`src/rtl/aes_ctrl_pkg.sv`:
```
// Shared types and default timing for the iterative AES-128 round controller.
package aes_ctrl_pkg;

    localparam int unsigned AES128_ROUNDS = 10;
    localparam int unsigned SR_LAT_DEF    = 2;
    localparam int unsigned MC_LAT_DEF    = 1;
    localparam int unsigned CNT_W_DEF     = 4;

    typedef enum logic [2:0] {
        ST_IDLE = 3'd0,
        ST_INIT = 3'd1,
        ST_SUB  = 3'd2,
        ST_MIX  = 3'd3,
        ST_HOLD = 3'd4
    } ctrl_state_e;

endpackage

```
`src/rtl/aes_lat_timer.sv`:
```
// Loadable down-counter; done_o is high once the loaded count has drained to zero.
module aes_lat_timer #(
    parameter int unsigned W = 4
) (
    input  logic         clk,
    input  logic         rst_n,
    input  logic         load_i,
    input  logic [W-1:0] load_val_i,
    output logic         done_o,
    output logic         zero_next_o
);

    logic [W-1:0] cnt_q, cnt_d;

    always_comb begin
        cnt_d = cnt_q;
        if (load_i) begin
            cnt_d = load_val_i;
        end else if (cnt_q != '0) begin
            cnt_d = cnt_q - W'(1);
        end
    end

    always_ff @(posedge clk) begin
        if (!rst_n) begin
            cnt_q <= '0;
        end else begin
            cnt_q <= cnt_d;
        end
    end

    assign done_o      = (cnt_q == '0);
    // Lets the owner register outputs that depend on the count after this edge.
    assign zero_next_o = (cnt_d == '0);

endmodule

```
`src/rtl/aes_round_ctrl.sv`:
```
// Round sequencer for the shared SubBytes/ShiftRows and MixColumns/AddRoundKey stages.
module aes_round_ctrl
    import aes_ctrl_pkg::*;
#(
    parameter int unsigned NUM_ROUNDS = AES128_ROUNDS,
    parameter int unsigned SR_LAT     = SR_LAT_DEF,
    parameter int unsigned MC_LAT     = MC_LAT_DEF,
    parameter int unsigned CNT_W      = CNT_W_DEF
) (
    input  logic             clk,
    input  logic             rst_n,
    input  logic             iKeyReady,
    input  logic             iStart,
    output logic             oReady,
    output logic             oLdState,
    output logic             oSelFeedback,
    output logic [CNT_W-1:0] oKeyAddr,
    output logic             oSkipMix,
    output logic [CNT_W-1:0] oRound,
    output logic             oBusy,
    output logic             oValid,
    input  logic             iOutReady
);

    localparam logic [CNT_W-1:0] SR_LOAD  = CNT_W'(SR_LAT - 1);
    localparam logic [CNT_W-1:0] MC_LOAD  = CNT_W'(MC_LAT - 1);
    localparam logic [CNT_W-1:0] LAST_RND = CNT_W'(NUM_ROUNDS);

    ctrl_state_e      state_q, state_d;
    logic [CNT_W-1:0] round_q, round_d;
    logic             tmr_load;
    logic [CNT_W-1:0] tmr_val;
    logic             tmr_done;
    logic             tmr_zero_next;

    logic             ld_q, ld_d;
    logic             sel_q, sel_d;
    logic [CNT_W-1:0] key_q, key_d;
    logic             skip_q, skip_d;
    logic             busy_q, busy_d;
    logic             valid_q, valid_d;

    aes_lat_timer #(.W(CNT_W)) u_lat_timer (
        .clk         (clk),
        .rst_n       (rst_n),
        .load_i      (tmr_load),
        .load_val_i  (tmr_val),
        .done_o      (tmr_done),
        .zero_next_o (tmr_zero_next)
    );

    // Next state, round counter and timer reloads.
    always_comb begin
        state_d  = state_q;
        round_d  = round_q;
        tmr_load = 1'b0;
        tmr_val  = '0;
        case (state_q)
            ST_IDLE: begin
                if (iStart && iKeyReady) begin
                    state_d = ST_INIT;
                    round_d = '0;
                end
            end
            ST_INIT: begin
                state_d  = ST_SUB;
                round_d  = CNT_W'(1);
                tmr_load = 1'b1;
                tmr_val  = SR_LOAD;
            end
            ST_SUB: begin
                if (tmr_done) begin
                    state_d  = ST_MIX;
                    tmr_load = 1'b1;
                    tmr_val  = MC_LOAD;
                end
            end
            ST_MIX: begin
                if (tmr_done) begin
                    if (round_q < LAST_RND) begin
                        state_d  = ST_SUB;
                        round_d  = round_q + CNT_W'(1);
                        tmr_load = 1'b1;
                        tmr_val  = SR_LOAD;
                    end else begin
                        state_d = ST_HOLD;
                    end
                end
            end
            ST_HOLD: begin
                if (iOutReady) begin
                    state_d = ST_IDLE;
                    round_d = '0;
                end
            end
            default: begin
                state_d = ST_IDLE;
                round_d = '0;
            end
        endcase
    end

    // Outputs are precomputed from the next state so they line up with it.
    always_comb begin
        ld_d    = (state_d == ST_INIT) || ((state_d == ST_MIX) && tmr_zero_next);
        sel_d   = (state_d == ST_MIX);
        key_d   = (state_d == ST_MIX) ? round_d : '0;
        skip_d  = (state_d == ST_MIX) && (round_d == LAST_RND);
        busy_d  = (state_d == ST_INIT) || (state_d == ST_SUB) || (state_d == ST_MIX);
        valid_d = (state_d == ST_HOLD);
    end

    always_ff @(posedge clk) begin
        if (!rst_n) begin
            state_q <= ST_IDLE;
            round_q <= '0;
            ld_q    <= 1'b0;
            sel_q   <= 1'b0;
            key_q   <= '0;
            skip_q  <= 1'b0;
            busy_q  <= 1'b0;
            valid_q <= 1'b0;
        end else begin
            state_q <= state_d;
            round_q <= round_d;
            ld_q    <= ld_d;
            sel_q   <= sel_d;
            key_q   <= key_d;
            skip_q  <= skip_d;
            busy_q  <= busy_d;
            valid_q <= valid_d;
        end
    end

    assign oReady       = (state_q == ST_IDLE) && iKeyReady;
    assign oLdState     = ld_q;
    assign oSelFeedback = sel_q;
    assign oKeyAddr     = key_q;
    assign oSkipMix     = skip_q;
    assign oRound       = round_q;
    assign oBusy        = busy_q;
    assign oValid       = valid_q;

endmodule

```
`config.mk`:
```
export PLATFORM = sky130hd
export DESIGN_NAME = aes_round_ctrl
export DESIGN_NICKNAME = d
export VERILOG_FILES = /design/src/rtl/aes_ctrl_pkg.sv /design/src/rtl/aes_lat_timer.sv /design/src/rtl/aes_round_ctrl.sv
export SDC_FILE = /design/constraint.sdc
export NUM_CORES = 1
export LEC_CHECK = 0
export ABC_AREA = 0
export CORE_ASPECT_RATIO = 1.4
export CORE_MARGIN = 2
export CORE_UTILIZATION = 46
export CTS_CLUSTER_DIAMETER = 120
export DETAILED_ROUTE_END_ITERATION = 7
export GPL_TIMING_DRIVEN = 0
export MAX_ROUTING_LAYER = met4
export PLACE_DENSITY = 0.7
export SLEW_MARGIN = 0
export SYNTH_ARGS = -nofsm -noshare
export SYNTH_HDL_FRONTEND = slang
export SYNTH_SLANG_ARGS = --single-unit
```
`constraint.sdc`:
```
create_clock -name clk -period 1.82 [get_ports clk]
set_input_delay 0.364 -clock clk [delete_from_list [all_inputs] [get_ports clk]]
set_output_delay 0.364 -clock clk [all_outputs]
set_load 0.05 [all_outputs]
```
==> impl_results.md <==
- Outcome: finished clean
- Port bufs: 17
- Detailed Place HPWL: 1948 µm
- Critical Path Stages: 1
- P per Cell Area: 1452 mW/mm²
- Finish-stage setup viols: 0
- Row cnt: 21
- Hold_sp: rst_n
- Post-Place Cells: 169
- Period minus WS final: 1.779 ns
- Most frequent cells in the layout: 17 x dfxtp_1, 8 x a21oi_1, 7 x nand2b_1, 7 x nor2_1, 7 x dlymetal6s2s_1
- Antenna diodes: 0
- Total Routing Usage GR: 21.68%
- Post-synth ARST share: 0%
- R2r endpoint: oSkipMix
- DR DRC count: 0
- Syn nets: 136
- Final Hold Fails: 0
- Slew margin rel.: 65.88%
- Critical path fanouts, max: 1
- Tcrit/Tclk final: 97.76%
- Height of the die: 62.05 µm
- Mux contribution to synthesized area: 0%
- Worst-path clk slew: 0.12 ns
- Cts bufs inserted: 3
- Maximum capacitance violations: 0
- Pins Over Slew Limit: 0
- Root buffer cell: clkbuf_4
- CORE AREA: 0.002338 mm²
- Die area: 0.002821 mm²
- Final nets: 162
- Hold buffers post-CTS: 0
- Crit path buffers/inverters: 1
- Top FF cell, synth: dfxtp_1
- Register area share after synthesis: 36.16%
- Worst hold endpoint: u_lat_timer.cnt_q[0]
- Max H-tree Level: 1
- Share of cells above drive strength 1: 22.08%
- Global-route wire length before repair: 4374 µm
- Final WL: 2819 µm
- Register bit total from synthesis: 20
- Top Ports: 19
- Initial Util: 47.35%
- Cell Area, Synth: 0.001107 mm²
- CTS tree: yes
- Grt total ovfl: 0
- Largest family of logic cells by synthesized area: simple AND/OR/NAND/NOR gates
- Worst vdd rail ir drop: 0.001115 V
- Synth Warn #: 0
- Wire length per cell: 15.93 µm
- Post-Synth Simple-Gate Area: 29.94%
- CP top delay family: buffers and inverters
- Vias per inst: 6.130
- Clock Skew: 0.008787 ns
- Max stage delay on crit path: 0.79 ns
- CP Class: reg2out
- FF-to-FF setup slack: 0.08 ns
- Mapped Cells: 129
- Setup TNS: 0 ns
- FF-to-FF Start: u_lat_timer.cnt_q[0]
- Worst-case reg-to-reg path depth: 6
- Leakage: 0.6879 nW
- Placer Congestion: 0.8563
- Die width: 45.47 µm
- Post-DP Area: 0.001324 mm²
- Initial antenna violation count: 0
- CP Capture Type: primary output
- Largest net degree at the start of global routing: 13
- RSZ-0062 raised after global routing: true
- Commonest non-fill, non-tap cell in the layout: dfxtp_1
- 1st-pass router iterations: 4
- Antenna-violating nets left: 0
- Iter 0 DRT Violations: 60
- FF+latch area: 409.1 µm²
- Clk_lat worst skew: 0.31 ns
- Fin cells: 177
- Post-synthesis adder-cell area fraction: 2.260%
- Synth Area in XOR/XNOR: 0.7910%
- Post-synth EDFFs: 0
- Total vias in the final route: 1085
- Area delta synth->final: 34.92%
- Post-synth cell types: 48
- Fillers: 199
- Maximum clock insertion buffer count: 2
- Slew @ Worst Pin: 0.5109 ns
- Max Freq: 562.0 MHz
- CP arrival: 1.42 ns
- Post-synthesis compound-gate area fraction: 24.52%
- Hold crit path type: in2reg
- Vias in the first global route: 948
- Crit-path slowest cell: clkdlybuf4s50_1
- Clk sinks: 20
- Multi-input combinational cell area: 684.4 µm²
- Fin area: 0.001494 mm²
- Hold Slack: 0.4473 ns
- Startpoint types: register
- Hold path cells: 2
- Crit-path cells: clkdlybuf4s50_1
- Worst EP required: 1.46 ns
- Syn avg cell area: 8.584 µm²
==> Yosys cell counts, drive strengths merged (2+ instances only) <==
library cell | instances | area share [%]
or3 | 4 | 2.7
nor4b | 3 | 2.4
o32ai | 2 | 1.6
nand2b | 7 | 4.0
nor3b | 2 | 2.4
ha | 2 | 2.3
a21oi | 8 | 3.6
inv | 8 | 2.7
and2 | 2 | 1.1
nand4 | 3 | 1.7
buf | 4 | 1.9
nand2 | 6 | 2.0
nor2 | 8 | 2.7
a21boi | 2 | 1.4
nand3 | 5 | 2.3
o21a | 6 | 4.1
o21ai | 3 | 1.4
dfxtp | 20 | 36
clkbuf | 5 | 1.7
nor4 | 4 | 2.3
o31ai | 2 | 1.4
nand3b | 2 | 1.4
==> final cells by class <==
cell class,instances,area share (%)
clock buffers,3,1.508
plain buffers,7,3.853
multi-input cells,92,45.81
inverters,8,2.178
flip-flops and latches,20,27.39
well taps,23,1.926
repair buffers,23,15.33
clock inverters,1,2.010
==> layer usage <==
layer	routed length (µm)	GRT usage (%)
met1	1113	24.73
met2	1486	37.02
met3	145	3.179
met4	73	9.244
met5	0	-
==> stage by stage <==
| step | util, % | worst slack [ns] | total power [mW] |
|---|---|---|---|
| after global routing | 63.88 | -0.05483 | 2.287 |
| after detailed placement | 56.61 | -0.4567 | 1.514 |
| after floorplan | - | 0.005627 | 1.301 |
| final | 63.88 | 0.04077 | 2.169 |
| after global placement | 56.61 | -0.4598 | 1.498 |
| after CTS | 61.69 | 0.001687 | 2.057 |
==> state kept, by name, indices dropped and copies added (netlist names) <==
register	count
oKeyAddr	4
u_lat_timer.cnt_q	4
oSkipMix	1
oSelFeedback	1
oRound	4
oBusy	1
state_q	3
oLdState	1
oValid	1
==> worst reg2reg max path: stages, from the launching register on <==
cell       delay (ns)
dfxtp_4          0.39
inv_4            0.06
ha_4             0.14
nor3b_4          0.27
nand4_1          0.15
or3_1            0.34
a2111oi_2        0.29
==> where the power goes <==
group / switching, mW / total [mW] / internal [mW]
Combinational: 0.612 / 1.18 / 0.568
Clock: 0.144 / 0.367 / 0.223
Sequential: 0.100 / 0.622 / 0.522
==> kinds of logic after synthesis <==
| family | after synthesis |
|---|---|
| AO/OA/AOI/OAI | 36 |
| XOR/XNOR | 1 |
| adder cells (fa/ha/maj) | 2 |
| buffers and inverters | 17 |
| flip-flops | 20 |
| AND/OR/NAND/NOR | 53 |
==> repair_timing <==
action | CTS | global route
gates resized for setup | 26 | 19
buffers inserted | 4 | 2
endpoints found under the setup margin | 15 | 17
pin swaps | 3 | 4
==> how the worst max path moves through the flow <==
stage | from | end | slack [ns]
floorplan | u_lat_timer.cnt_q[0] | oSkipMix | 0.006
global placement | iKeyReady | oReady | -0.46
detailed placement | iKeyReady | oReady | -0.46
CTS | u_lat_timer.cnt_q[1] | oSkipMix | 0.002
global route | u_lat_timer.cnt_q[0] | oSkipMix | -0.05
finish | oLdState | oLdState | 0.04
Note: power is estimated with default switching activity, not from simulation.
